File: src/rtl/sdram_port_sched.sv
// Four-port round-robin burst scheduler feeding the SDRAM command engine.
// Picks one eligible FIFO port, issues a burst command and advances that port's frame address.
module sdram_port_sched #(
  parameter int ADDR_W     = 24,
  parameter int USE_W      = 10,
  parameter int FIFO_DEPTH = 512,
  parameter int WR_LEN     = 256,
  parameter int RD_LEN     = 128,
  parameter int P0_BASE    = 0,
  parameter int P0_MAX     = 307200,
  parameter int P1_BASE    = 307200,
  parameter int P1_MAX     = 614400,
  parameter int P2_BASE    = 0,
  parameter int P2_MAX     = 307200,
  parameter int P3_BASE    = 307200,
  parameter int P3_MAX     = 614400
) (
  input  logic              clk,
  input  logic              rst,
  input  logic              init_done,
  input  logic [2*USE_W-1:0] wr_use,
  input  logic [2*USE_W-1:0] rd_use,
  input  logic [3:0]        load,
  output logic              cmd_req,
  output logic [1:0]        cmd_port,
  output logic              cmd_rw,
  output logic [ADDR_W-1:0] cmd_addr,
  output logic [8:0]        cmd_len,
  input  logic              cmd_ack,
  input  logic              cmd_done,
  output logic              busy,
  output logic [1:0]        dbg_state
);

  typedef enum logic [1:0] {
    S_IDLE = 2'd0,
    S_REQ  = 2'd1,
    S_WAIT = 2'd2
  } state_t;

  localparam logic [USE_W:0] WR_TH = (USE_W+1)'(WR_LEN);
  localparam logic [USE_W:0] RD_TH = (USE_W+1)'(FIFO_DEPTH - RD_LEN);

  function automatic logic [ADDR_W-1:0] f_base(input logic [1:0] p);
    case (p)
      2'd0:    f_base = ADDR_W'(P0_BASE);
      2'd1:    f_base = ADDR_W'(P1_BASE);
      2'd2:    f_base = ADDR_W'(P2_BASE);
      default: f_base = ADDR_W'(P3_BASE);
    endcase
  endfunction

  function automatic logic [ADDR_W:0] f_max(input logic [1:0] p);
    case (p)
      2'd0:    f_max = (ADDR_W+1)'(P0_MAX);
      2'd1:    f_max = (ADDR_W+1)'(P1_MAX);
      2'd2:    f_max = (ADDR_W+1)'(P2_MAX);
      default: f_max = (ADDR_W+1)'(P3_MAX);
    endcase
  endfunction

  state_t            r_state;
  logic              r_cmd_req;
  logic [1:0]        r_cmd_port;
  logic              r_cmd_rw;
  logic [ADDR_W-1:0] r_cmd_addr;
  logic [8:0]        r_cmd_len;
  logic              r_busy;
  logic [1:0]        r_rr_ptr;
  logic [ADDR_W-1:0] r_addr [4];

  logic [3:0]        w_elig;
  logic              w_found;
  logic [1:0]        w_pick;
  logic [ADDR_W:0]   w_nxt;
  logic [ADDR_W-1:0] w_nxt_addr;
  logic              w_done_evt;

  assign w_elig[0] = init_done && ({1'b0, wr_use[USE_W-1:0]}       >= WR_TH);
  assign w_elig[1] = init_done && ({1'b0, wr_use[2*USE_W-1:USE_W]} >= WR_TH);
  assign w_elig[2] = init_done && ({1'b0, rd_use[USE_W-1:0]}       <= RD_TH);
  assign w_elig[3] = init_done && ({1'b0, rd_use[2*USE_W-1:USE_W]} <= RD_TH);

  // Scan from the highest offset down so the lowest offset from rr_ptr wins.
  always_comb begin
    w_found = 1'b0;
    w_pick  = r_rr_ptr;
    for (int k = 3; k >= 0; k--) begin
      if (w_elig[r_rr_ptr + 2'(k)]) begin
        w_found = 1'b1;
        w_pick  = r_rr_ptr + 2'(k);
      end
    end
  end

  // One extra bit keeps the end-of-frame compare free of overflow.
  assign w_nxt      = {1'b0, r_addr[r_cmd_port]} + (ADDR_W+1)'(r_cmd_len);
  assign w_nxt_addr = (w_nxt >= f_max(r_cmd_port)) ? f_base(r_cmd_port) : w_nxt[ADDR_W-1:0];
  assign w_done_evt = cmd_done && ((r_state == S_WAIT) || ((r_state == S_REQ) && cmd_ack));

  // Handshake: cmd_req is a valid that stays high with every cmd_* field frozen
  // until cmd_ack (ready) is sampled high; that edge is the transfer.
  always_ff @(posedge clk) begin
    if (rst) begin
      r_state    <= S_IDLE;
      r_cmd_req  <= 1'b0;
      r_cmd_port <= 2'd0;
      r_cmd_rw   <= 1'b0;
      r_cmd_addr <= '0;
      r_cmd_len  <= 9'd0;
      r_busy     <= 1'b0;
      r_rr_ptr   <= 2'd0;
      for (int i = 0; i < 4; i++) r_addr[i] <= f_base(2'(i));
    end else begin
      case (r_state)
        S_IDLE: begin
          if (w_found) begin
            r_cmd_port <= w_pick;
            r_cmd_rw   <= w_pick[1];
            r_cmd_addr <= r_addr[w_pick];
            r_cmd_len  <= w_pick[1] ? 9'(RD_LEN) : 9'(WR_LEN);
            r_cmd_req  <= 1'b1;
            r_busy     <= 1'b1;
            r_state    <= S_REQ;
          end
        end
        S_REQ: begin
          if (cmd_ack) begin
            r_cmd_req <= 1'b0;
            if (cmd_done) begin
              r_busy   <= 1'b0;
              r_rr_ptr <= r_cmd_port + 2'd1;
              r_state  <= S_IDLE;
            end else begin
              r_state  <= S_WAIT;
            end
          end
        end
        S_WAIT: begin
          if (cmd_done) begin
            r_busy   <= 1'b0;
            r_rr_ptr <= r_cmd_port + 2'd1;
            r_state  <= S_IDLE;
          end
        end
        default: r_state <= S_IDLE;
      endcase

      if (w_done_evt) r_addr[r_cmd_port] <= w_nxt_addr;
      // Reload is applied last so it overrides a coincident burst advance.
      for (int i = 0; i < 4; i++) begin
        if (load[i]) r_addr[i] <= f_base(2'(i));
      end
    end
  end

  assign cmd_req   = r_cmd_req;
  assign cmd_port  = r_cmd_port;
  assign cmd_rw    = r_cmd_rw;
  assign cmd_addr  = r_cmd_addr;
  assign cmd_len   = r_cmd_len;
  assign busy      = r_busy;
  assign dbg_state = r_state;

endmodule

File: config.mk
export PLATFORM = sky130hd
export DESIGN_NAME = sdram_port_sched
export DESIGN_NICKNAME = d
export VERILOG_FILES = /design/src/rtl/sdram_port_sched.sv
export SDC_FILE = /design/constraint.sdc
export NUM_CORES = 1
export LEC_CHECK = 0
export BUFFER_PORTS_ARGS = -buffer_cell sky130_fd_sc_hd__buf_2
export CAP_MARGIN = 20
export CORE_UTILIZATION = 30
export CTS_BUF_LIST = sky130_fd_sc_hd__clkbuf_4
export CTS_CLUSTER_SIZE = 8
export DETAILED_ROUTE_END_ITERATION = 6
export PLACE_DENSITY = 0.52
export SETUP_SLACK_MARGIN = 0.4
export SYNTH_ARGS = -nofsm -noshare
export SYNTH_HDL_FRONTEND = slang
export SYNTH_SLANG_ARGS = --single-unit
File: constraint.sdc
create_clock -name clk -period 6 [get_ports clk]
set_input_delay 0.3 -clock clk [delete_from_list [all_inputs] [get_ports clk]]
set_output_delay 0.3 -clock clk [all_outputs]
set_load 0.1 [all_outputs]
==> results.py <==
metrics = {
    "outcome": {
        "outcome": "completed",
    },
    "logic_synthesis": {
        "synthCells": 567,
        "ys_seq_elements": 131,
        "synth_ff_type": "edfxtp_1",
        "syn_area_um2": 6940,
        "synth_enable_flop_cells": 96,
        "yosysWarnings": 0,
        "avgSynthCellArea_um2": 12.2,
        "synth_cell_types": 53,
        "synth-seq-area-share_pct": 51.7,
        "synthArstFlopShare_pct": 0,
    },
    "timing": {
        "tightestPinTransition_ns": 0.966,
        "finalHoldViolCount": 0,
        "setup_viol": 0,
        "final_max_slew_viol_count": 0,
        "fin_ws_ns": 0.844,
        "timing.final.crit_share_pct": 85.9,
        "fin_crit_ns": 5.16,
        "fmax_mhz": 194,
        "finalSetupTns_ns": 0,
        "skew_ns": 0.0315,
        "timing.slew.headroom_pct": 35.6,
        "rsz0062_at_grt": "false",
    },
    "clocking": {
        "h-tree-depth": 4,
        "insertion_delay_ns": 0.56,
        "clk_pin_slew_worst_paths_ns": 0.12,
        "cts_tree": "built",
        "cts_resized": 0,
        "cts.sinks": 131,
        "cts_setup_buffers": 0,
        "cts_made_buffers": 17,
        "clockRootBuffer": "clkbuf_4",
        "ctsHoldBuffers": 0,
        "cts_buffer_depth": 2,
    },
    "route": {
        "vias": 4762,
        "drc": 0,
        "first_pass_iters": 5,
        "ant_nets": 0,
        "via_per_inst": 5.01,
        "wirelength_um": 17900,
        "wl_per_cell_um": 18.8,
        "detail_route.iter0.violations": 192,
    },
    "floorplan": {
        "coreArea_um2": 22600,
        "std_cell_rows": 55,
        "die_h_um": 154,
        "fp.dieW_um": 154,
        "dieArea_um2": 23700,
        "io_pins": 89,
        "start_util_pct": 30.6,
    },
    "place": {
        "dpl_cell_area_um2": 7630,
        "dp_slack_ns": 0.891,
        "gp_congestion": 0.808,
        "port_buffers": 65,
        "place_hpwl_um": 11400,
    },
    "global_routing": {
        "grt_overflow": 0,
        "grt_max_degree": 30,
        "grt_pass1_vias": 4866,
        "grt_pass1_wl_um": 27900,
        "grt_usage_pct": 15.8,
        "grt_antenna_before_repair": 1,
    },
    "worst_hold_path": {
        "hp-class": "in -> reg",
        "min_path_cells": 4,
    },
    "setup_path": {
        "worst-setup-path-type": "reg -> reg",
        "crit_slowest_cell": "a31oi_1",
        "path_cells": "mux4_2 -> ha_1 -> fa_1 -> and4_1 -> nand2_1 -> xor2_1 -> inv_1 -> ha_1 -> nand3_1 -> nor3b_1 -> mux2i_1 -> a31oi_1 -> or3_1 -> buf_4 -> mux2_2",
        "crit_top_cell": "ha_1",
        "slowest_delay_ns": 0.60,
        "path_max_fanout": 12,
        "worstPathRequired_ns": 6.29,
        "r2r_cells": 15,
        "critPathArrivalTime_ns": 5.45,
        "rrSetupSlack_ns": 0.84,
        "setup.worst_path.start_class": "register",
        "end_kind": "register",
    },
    "pwr": {
        "power.total_w": 0.00237,
        "peakVddDrop_v": 0.000203,
        "p_leak_nw": 3.04,
        "p_per_area_nw_per_um2": 298,
    },
    "finish": {
        "final_common_cell": "edfxtp_1",
        "finalNetCount": 716,
        "drive_gt1_share_pct": 24.1,
        "area_growth_pct": 15.0,
        "final_cell_area_um2": 7980,
        "fillers": 2242,
        "mostFrequentLayoutCells": "edfxtp_1 (96), buf_2 (65), nand2_1 (59), mux2i_1 (54), nor2_1 (44)",
    },
    "job": {
        "maxCapViolations": 0,
    },
}
## logic make-up (layout without fill, tap and decap cells)
family	after synthesis	in the layout	synth area share, %
flops	131	131	51.7
fa+ha+maj	16	16	2.99
xor+xnor	12	12	1.52
simple gates	204	204	14.9
other cells	1	24	0.0541
compound gates	64	64	7.09
buf+inv	51	126	4.13
mux	88	88	17.6
## cell type report
type	count	area [µm²]	area share (%)
multi-input combinational	407	3200	40.2
timing repair buffer	79	430	5.40
inverter	15	56.3	0.706
sequential	131	3580	44.9
clock inverter	14	205	2.57
tap	285	357	4.47
clock buffer	18	135	1.69
antenna	1	2.50	0.0314
## worst paths after layout
check / startpoint / end
setup / recovery: register / r_addr[3][12]
hold / removal: cmd_ack / cmd_req
setup reg to reg: register / r_addr[3][12]
hold reg to reg: cmd_addr[20] / cmd_addr[20]
## per-layer routing
metal  part of all wire, %  track usage [%]  vias to the layer above
met5                     0                0                        -
met4                   1.1             5.48                        0
met1                    43             19.4                     2345
li1                      -                -                     2284
met3                   5.8             3.61                       14
met2                    50             27.0                      119
## sequential cells by signal (all words and copies together) (netlist names), named ones only
| register | cells |
|---|---|
| cmd_req | 1 |
| cmd_addr | 24 |
| r_addr | 96 |
| busy | 1 |
| cmd_port | 1 |
| dbg_state | 2 |
| cmd_len | 2 |
| r_rr_ptr | 2 |
## Yosys cell counts, drive strengths merged (5+ instances only)
cell type	count	area [µm²]
a21oi	13	65.1
mux2	10	131
nor3	21	125
and2	39	244
inv	15	56.3
xnor2	5	43.8
ha	15	188
clkbuf	19	71.3
nand4	7	56.3
nand2	59	221
dfxtp	35	701
o221ai	25	219
o21ai	7	35.0
nor4	10	62.6
mux4	24	552
mux2i	54	541
nor2	44	165
xor2	7	61.3
buf	17	159
edfxtp	96	2880
## per-stage QoR
stage          utilization [%]  instances  hold slack (ns)
6_report                  35.2        950           0.0968
5_1_grt                   35.2        950           0.0377
4_1_cts                   35.2        949           0.0298
3_5_place_dp              33.7        917            0.452
3_3_place_gp              33.7        917            0.454
2_1_floorplan                -        589            0.490
## power by group
part | internal, W | total [W] | switching (W)
logic | 0.000169 | 0.000595 | 0.000426
registers | 0.00102 | 0.00106 | 0.0000398
clock network | 0.000376 | 0.000713 | 0.000337
total | 0.00157 | 0.00237 | 0.000803
## critical path: cells and delay by family, from the launching register on
| family | cells | cell delay, ns |
|---|---|---|
| flops | 1 | 0.58 |
| mux | 3 | 1.01 |
| fa+ha+maj | 3 | 1.05 |
| simple gates | 5 | 0.95 |
| compound gates | 1 | 0.60 |
| buf+inv | 2 | 0.33 |
| xor+xnor | 1 | 0.36 |
Note: power is estimated with default switching activity, not from simulation.
